$ cat src/rtl/hazard_ctrl.sv
// rtl/hazard_ctrl.sv - decode-stage hazard/stall controller (optional stats via HAZARD_STATS_EN)
module hazard_ctrl #(
    parameter int         MEM_TIMEOUT = 255,
    parameter logic [3:0] REG_ZERO    = 4'h0
) (
    input  logic        clk,
    input  logic        rst,
    input  logic [3:0]  ifid_rs,
    input  logic [3:0]  ifid_rt,
    input  logic        ifid_uses_rt,
    input  logic        idex_memread,
    input  logic [3:0]  idex_regrd,
    input  logic        branch_taken,
    input  logic        dmem_req,
    input  logic        dmem_ready,
    output logic        pc_write,
    output logic        ifid_write,
    output logic        ifid_flush,
    output logic        idex_flush,
    output logic        exmem_hold,
    output logic        mem_fault,
    output logic [31:0] stall_cnt,
    output logic [31:0] flush_cnt
);

    localparam int WCW = $clog2(MEM_TIMEOUT + 1);
    localparam logic [WCW-1:0] WAIT_LAST = WCW'(MEM_TIMEOUT - 1);

    typedef enum logic [1:0] {
        RUN      = 2'd0,
        MEM_WAIT = 2'd1,
        FAULT    = 2'd2
    } state_t;

    state_t         state;
    logic           branch_pend;
    logic [WCW-1:0] wait_cnt;
    logic           mem_fault_q;

    logic load_use;
    logic mem_block;
    logic branch_any;
    logic hold;
    logic active;

    assign load_use = idex_memread & (idex_regrd != REG_ZERO) &
                      ((idex_regrd == ifid_rs) | (ifid_uses_rt & (idex_regrd == ifid_rt)));
    assign mem_block  = dmem_req & ~dmem_ready;
    assign branch_any = branch_taken | branch_pend;
    assign active     = (state == RUN) | (state == MEM_WAIT);
    // Once in MEM_WAIT only the ready strobe matters; the request is already committed.
    assign hold       = (state == RUN) ? mem_block :
                        (state == MEM_WAIT) ? ~dmem_ready : 1'b0;
    assign mem_fault  = mem_fault_q;

    // Pipeline control outputs: reset, fault, memory hold, branch flush, load-use bubble.
    always_comb begin
        pc_write   = 1'b1;
        ifid_write = 1'b1;
        ifid_flush = 1'b0;
        idex_flush = 1'b0;
        exmem_hold = 1'b0;
        if (rst) begin
            pc_write   = 1'b0;
            ifid_write = 1'b0;
            ifid_flush = 1'b1;
            idex_flush = 1'b1;
        end else if (!active || hold) begin
            pc_write   = 1'b0;
            ifid_write = 1'b0;
            exmem_hold = 1'b1;
        end else if (branch_any) begin
            ifid_flush = 1'b1;
            idex_flush = 1'b1;
        end else if (load_use) begin
            pc_write   = 1'b0;
            ifid_write = 1'b0;
            idex_flush = 1'b1;
        end
    end

    // Controller state, deferred-branch flag, wait timer and sticky fault.
    always_ff @(posedge clk) begin
        if (rst) begin
            state       <= RUN;
            branch_pend <= 1'b0;
            wait_cnt    <= '0;
            mem_fault_q <= 1'b0;
        end else begin
            case (state)
                RUN: begin
                    if (mem_block) begin
                        state    <= MEM_WAIT;
                        wait_cnt <= '0;
                        if (branch_taken) branch_pend <= 1'b1;
                    end else if (branch_any) begin
                        branch_pend <= 1'b0;
                    end
                end
                MEM_WAIT: begin
                    if (!dmem_ready) begin
                        if (branch_taken) branch_pend <= 1'b1;
                        if (wait_cnt == WAIT_LAST) begin
                            state       <= FAULT;
                            mem_fault_q <= 1'b1;
                        end else begin
                            wait_cnt <= wait_cnt + 1'b1;
                        end
                    end else begin
                        if (branch_any) branch_pend <= 1'b0;
                        state    <= RUN;
                        wait_cnt <= '0;
                    end
                end
                FAULT: begin
                    state <= FAULT;
                end
                default: begin
                    state <= RUN;
                end
            endcase
        end
    end

`ifdef HAZARD_STATS_EN
    logic [31:0] stall_q;
    logic [31:0] flush_q;

    // Saturating stall/flush statistics, cleared by reset.
    always_ff @(posedge clk) begin
        if (rst) begin
            stall_q <= '0;
            flush_q <= '0;
        end else begin
            if (active && !pc_write && stall_q != 32'hFFFF_FFFF) stall_q <= stall_q + 32'd1;
            if (ifid_flush && flush_q != 32'hFFFF_FFFF) flush_q <= flush_q + 32'd1;
        end
    end

    assign stall_cnt = stall_q;
    assign flush_cnt = flush_q;
`else
    assign stall_cnt = 32'd0;
    assign flush_cnt = 32'd0;
`endif

endmodule

$ cat config.mk
export PLATFORM = sky130hd
export DESIGN_NAME = hazard_ctrl
export DESIGN_NICKNAME = d
export VERILOG_FILES = /design/src/rtl/hazard_ctrl.sv
export SDC_FILE = /design/constraint.sdc
export NUM_CORES = 1
export LEC_CHECK = 0
export CAP_MARGIN = 20
export CORE_MARGIN = 2
export CORE_UTILIZATION = 38
export CTS_CLUSTER_DIAMETER = 100
export CTS_CLUSTER_SIZE = 10
export DETAILED_ROUTE_END_ITERATION = 16
export PLACE_DENSITY = 0.95
export SLEW_MARGIN = 20
export SYNTH_ARGS = -nofsm -noshare
export SYNTH_HDL_FRONTEND = slang
export SYNTH_SLANG_ARGS = --single-unit
$ cat constraint.sdc
create_clock -name clk -period 5.9 [get_ports clk]
set_input_delay 1.77 -clock clk [delete_from_list [all_inputs] [get_ports clk]]
set_output_delay 1.77 -clock clk [all_outputs]
set_load 0.005 [all_outputs]
## Yosys cells after proc, flatten, opt, wreduce, memory -nomap -nowiden

Index checks and enable logic that the tools add are counted.

| word-level totals | value |
|---|---|
| flip-flop bits (word level) | 12 |
| input port bits | 19 |
| output and inout bits | 70 |
| word-level logic and storage cells | 57 |

| operators by class | value |
|---|---|
| add/sub/neg operators | 1 |
| equal/unequal tests | 8 |
| mux-type cells | 28 |
| bitwise gates (word level) | 8 |
| reductions and logical operators | 8 |

Operators by type and width:

| kind | count |
|---|---|
| 8-bit 2-to-1 mux | 3 |
| 1-bit 2-to-1 mux | 19 |
| 8-bit one-hot mux with 2 select lines | 1 |
| 8-bit by 1-bit adder with 8-bit output, second input constant | 1 |
| 4-bit equality test | 2 |
| 8-bit equality test, second input constant | 1 |
| 2-bit 2-to-1 mux | 3 |
| 2-bit one-hot mux with 3 select lines | 1 |
| 3-bit AND reduction | 2 |
| 1-bit AND | 4 |
| 4-bit nonzero test | 1 |
| 3-bit by 2-bit inequality test with 1-bit output, second input constant | 1 |
| 3-bit inequality test, second input constant | 1 |
| 1-bit OR | 3 |
| 2-bit by 1-bit equality test with 1-bit output, second input constant | 1 |
| 2-bit equality test, second input constant | 1 |
| 2-bit zero test | 1 |
| 2-bit inequality test, second input constant | 1 |
| 1-bit one-hot mux with 2 select lines | 1 |
| 2-bit AND reduction | 1 |
| 2-bit nonzero test | 1 |
| 1-bit zero test | 1 |
| 1-bit logical OR | 1 |
| 1-bit NOT | 1 |

## Longest topological paths before layout

| logic depth | value |
|---|---|
| depth after elaboration | 8 |
| mapped depth | 6 |

## Worst setup path before layout

No wires, ideal clock.

| timing | value |
|---|---|
| path kind | input-to-output |
| start point | in idex_regrd[1] |
| end point | out pc_write |
| data arrival time | 2,779 ps |
| required time | 4,130 ps |
| path slack | 1,351 ps |
| stages on the path | 5 |
| buffers on the path | 1 |
| path through | xor2_1 > nor4_1 > a31oi_1 > o41a_1 > buf_4 |

| between the ends | value |
|---|---|
| cells in the longest elaborated chain, start to end | 8 |
| elaborated cells on any way between the ends | 11 |
| classes of those cells | 2 x eq/ne; 4 x mux; 4 x bitwise; 1 x reduce/logical |

RTL lines:

| what | RTL line | source |
|---|---|---|
| start: declaration | 12 | `input logic [3:0] idex_regrd,` |
| 4-bit equality test | 47 | `((idex_regrd == ifid_rs) \| (ifid_uses_rt & (idex_regrd == ifid_rt)));` |
| 1-bit AND | 47 |  |
| 1-bit OR | 47 |  |
| 1-bit AND (*) | 46 | `assign load_use = idex_memread & (idex_regrd != REG_ZERO) &` |
| 1-bit 2-to-1 mux (*) (4 in a row) | n/a |  |
| end: declaration | 16 | `output logic pc_write,` |

Every way passes the cells marked *; elsewhere a longest branch is shown, timed or not.

## Final worst setup path

| timing | value |
|---|---|
| start point | in idex_regrd[1] |
| end point | out ifid_write |

| between the ends | value |
|---|---|
| cells in the longest elaborated chain, start to end | 8 |
| elaborated cells on any way between the ends | 11 |
| classes of those cells | 2 x eq/ne; 4 x mux; 4 x bitwise; 1 x reduce/logical |

RTL lines:

| what | RTL line | source |
|---|---|---|
| 4-bit equality test | 47 |  |
| 1-bit AND | 47 |  |
| 1-bit OR | 47 |  |
| 1-bit AND (*) | 46 |  |
| 1-bit 2-to-1 mux (*) | 75 | `end else if (load_use) begin` |
| 1-bit 2-to-1 mux (*) | 72 | `end else if (branch_any) begin` |
| 1-bit 2-to-1 mux (*) | 68 | `end else if (!active \|\| hold) begin` |
| 1-bit 2-to-1 mux (*) | 63 | `if (rst) begin` |
| end: declaration | 17 | `output logic ifid_write,` |

Marked as above.

==> results.txt <==
The number of nets with antenna violations after detailed routing is 0. The worst-case setup margin in the final layout is between 300 and 400 ps. After synthesis the cells add up to between 1000 and 1500 sq um.

The pin slew with the least headroom to its limit is roughly 520 ps. Of all nets on the critical path, the largest fanout is 3. The critical path is of the primary input to output pin type. The number of endpoints failing setup at the final stage came out at 0. The count of input and output buffers came out at 24. By instance count, the cell type seen most on the critical path is clkdlybuf4s50_1. The kind of launch point of the worst setup path is a primary input. Walking the worst path, the cells encountered are clkdlybuf4s50_1, xor2_1, nor4_1, a31oi_1, o41a_1, clkdlybuf4s50_1. In this run the post-CTS setup repair buffer count came out at 0. The global-route wire length before repair came out at 3380 microns. The number of synthesis warnings came out at 0.

The clock arrives with approximately 0.44 ps of skew. Detailed placement ended at an HPWL of about 1900 microns. The floorplan step set the die height to roughly 62 microns.

The kind of cell adding the most delay to the critical path is buffers and inverters. The number of violations of the max-capacitance limit is 0. Routability-driven placement finished with a final weighted congestion of about 0.75. The final number of hold-violating endpoints is 0. By area the synthesized netlist is led by buf_4, dfxtp_1, xor2_1, inv_1, nand3_1. The area share of the largest cell type after synthesis came out at 38.7%. The average instance in the mapped netlist occupies 7.94 sq um.

For the final routed database, the setup TNS stands at 0 ps. The horizontal die dimension is ~62 microns. The post-place setup slack came out at 325 ps.

The period utilization came out at 94.2%. The tightest min-delay check is of the flip-flop to flip-flop type. The placeable core region is 3100 sq um. The synthesis-stage register bit count is 12. The number of search-and-repair iterations in the first detailed-routing pass is 4.

After clock tree synthesis, the clock-pin slew on the worst setup and hold paths is 70 ps. ~90 I/O pins were placed. The number of antenna violations at the first check in global routing came out at 0.

The data required time of the critical path is roughly 4100 ps. The DRC violations left came out at 0. The die area came out at roughly 3800 sq um. The count of standard-cell rows is 20. TritonCTS built the clock tree. The static leakage came out at between 0.5 and 0.6 nW. The number of vias per cell after detailed routing came out at around 4.3.

The number of buffers on the longest clock path is 2. The synthesized netlist cell count came out at between 150 and 200. The layout-stage area growth over the synthesis result is 5.55%. The via count of the first global-routing pass was roughly 780. The count of clock tree sinks is 12.

The flow ran to the end, and the final reports show no timing, DRC or antenna violations. In this run the number of H-tree levels came out at 1. The maximum cell stage delay along the critical path is between 400 and 500 ps.

After clock tree synthesis, the repair step resized 0 gates. The library cell used as clock root buffer is clkbuf_4. The netlist uses 35 different library cells. Setup repair after global routing left no endpoint under its margin. The slowest stage of the critical path belongs to the cell clkdlybuf4s50_1. For the worst-skew pair, the clock arrives at the later sink with an insertion delay of 270 ps. The net count reported at finish is 207. Timing would allow up to 0.180 GHz. STA puts the critical path data arrival time at 3790 ps.

The remaining global-route overflow came out at 0. The overall routed net length came out at about 2300 microns. STA classifies the critical path endpoint as an output pin. The share of the Yosys chip area taken by registers is a little under a fifth. The maximum VDD drop is 0.0000395 V. The number of antenna diodes in the final layout is 0. In the final layout, the share of cells above drive strength 1 is 4.89%. The number of DRC markers in iteration 0 came out at 54. The via count is 971. The hold buffer count at CTS is 0. The average wire per standard cell is 10.1 microns. The total buffers and inverters traversed by the critical path came out at 2. The effective utilization at floorplan is about two fifths. Measured against its own limit, the worst slew margin works out to 65.4%. The areal power density over the cells is 136 nW/um^2. The total global routing track utilization came out at between 10% and 20%. The worst hold slack across all endpoints is between 400 and 500 ps. The worst path needs roughly 5600 ps of the cycle, external delays included. The library cell occupying the most area in the post-synthesis netlist is buf_4. Entering global routing, the biggest net connects 11 pins. The final count of pins violating max slew is 0. The TritonCTS buffer count came out at 3.
final cells by class:
| class | instances | area [sq um] |
|---|---|---|
| Tap cell | 44 | 55.1 |
| Clock buffer | 3 | 22.5 |
| Timing Repair Buffer | 25 | 248 |
| Fill cell | 310 | 1770 |
| Multi-Input combinational cell | 135 | 733 |
| Inverter | 9 | 33.8 |
| Sequential cell | 12 | 240 |
through the flow:
stage / utilization [%] / instances / area (sq um) / total power, mW
floorplan: - / 222 / 1500 / 0.139
global placement: 42.2 / 225 / 1310 / 0.131
detailed placement: 42.2 / 225 / 1310 / 0.132
CTS: 42.9 / 228 / 1330 / 0.182
global route: 42.9 / 228 / 1330 / 0.193
finish: 42.9 / 228 / 1330 / 0.181
sequential cells by signal (all words and copies together) (netlist names):
| signal | flops |
|---|---|
| branch_pend | 1 |
| mem_fault | 1 |
| state | 2 |
| wait_cnt | 8 |
worst register-to-register path, stage by stage, from the launching register on:
cell and delay [ps]:
dfxtp_1 410, inv_1 70, ha_1 190, nand3_1 200, nor4_4 70, o21bai_1 450
o221ai_1 170
cells by family (layout without fill, tap and decap cells):
logic type	count (synthesis)	count (layout)	synth area share (%)
flops	12	12	19.0
simple gates	38	38	18.3
compound gates	22	22	12.4
fa+ha+maj	2	2	1.98
mux	1	1	0.793
xor+xnor	8	8	5.55
buf+inv	75	37	41.6
other cells	1	64	0.297
path summary, 6_finish.rpt:
kind	depth (start not counted)	endpoint	start	slack [ps]
worst max-delay path	6	ifid_write	idex_regrd[1]	340
worst min-delay path	2	mem_fault	mem_fault	460
worst max register to register	6	wait_cnt[6]	wait_cnt[0]	4200
worst min register to register	2	mem_fault	mem_fault	460
cell usage after synthesis:
library cell / number
a21oi_1: 5
a221oi_1: 1
a31oi_1: 2
and3_1: 1
buf_4: 65
clkbuf_1: 1
conb_1: 1
dfxtp_1: 12
ha_1: 2
inv_1: 9
mux2i_1: 1
nand2_1: 6
nand3_1: 6
nand4_2: 1
nor2_1: 8
nor2b_1: 2
nor3_1: 6
nor4_1: 1
nor4_4: 1
nor4b_1: 1
nor4b_4: 1
o21ai_0: 3
o21ai_2: 1
o21ba_2: 1
o21bai_1: 1
o221ai_1: 3
o22ai_1: 1
o31ai_1: 1
o32ai_1: 1
o41a_1: 1
o41ai_1: 1
or3_1: 3
or3b_1: 1
xnor2_1: 1
xor2_1: 7
power by group:
part	switching [mW]	internal (mW)	total, mW
clock network	0.0264	0.0237	0.0501
logic	0.0255	0.0227	0.0482
registers	0.000984	0.0818	0.0827
cell usage in the layout, fill, tap and decap left out, types with 2 or more instances in the layout:
cell type	synthesis	routed
clkbuf_4	0	3
o221ai_1	3	3
ha_1	2	2
a31oi_1	2	2
nor2_1	8	8
nor3_1	6	6
clkdlybuf4s50_1	0	24
inv_1	9	9
nand3_1	6	6
xor2_1	7	7
or3_1	3	3
dfxtp_1	12	12
nor2b_1	2	2
a21oi_1	5	5
o21ai_0	3	3
nand2_1	6	6
conb_1	1	64
per-layer routing:
layer	GRT usage [%]	part of all wire (%)
met1	13.9	38
met5	0	0
met2	20.8	52
met4	8.51	2.5
met3	2.10	7.6
(Power assumes the default switching activity.)
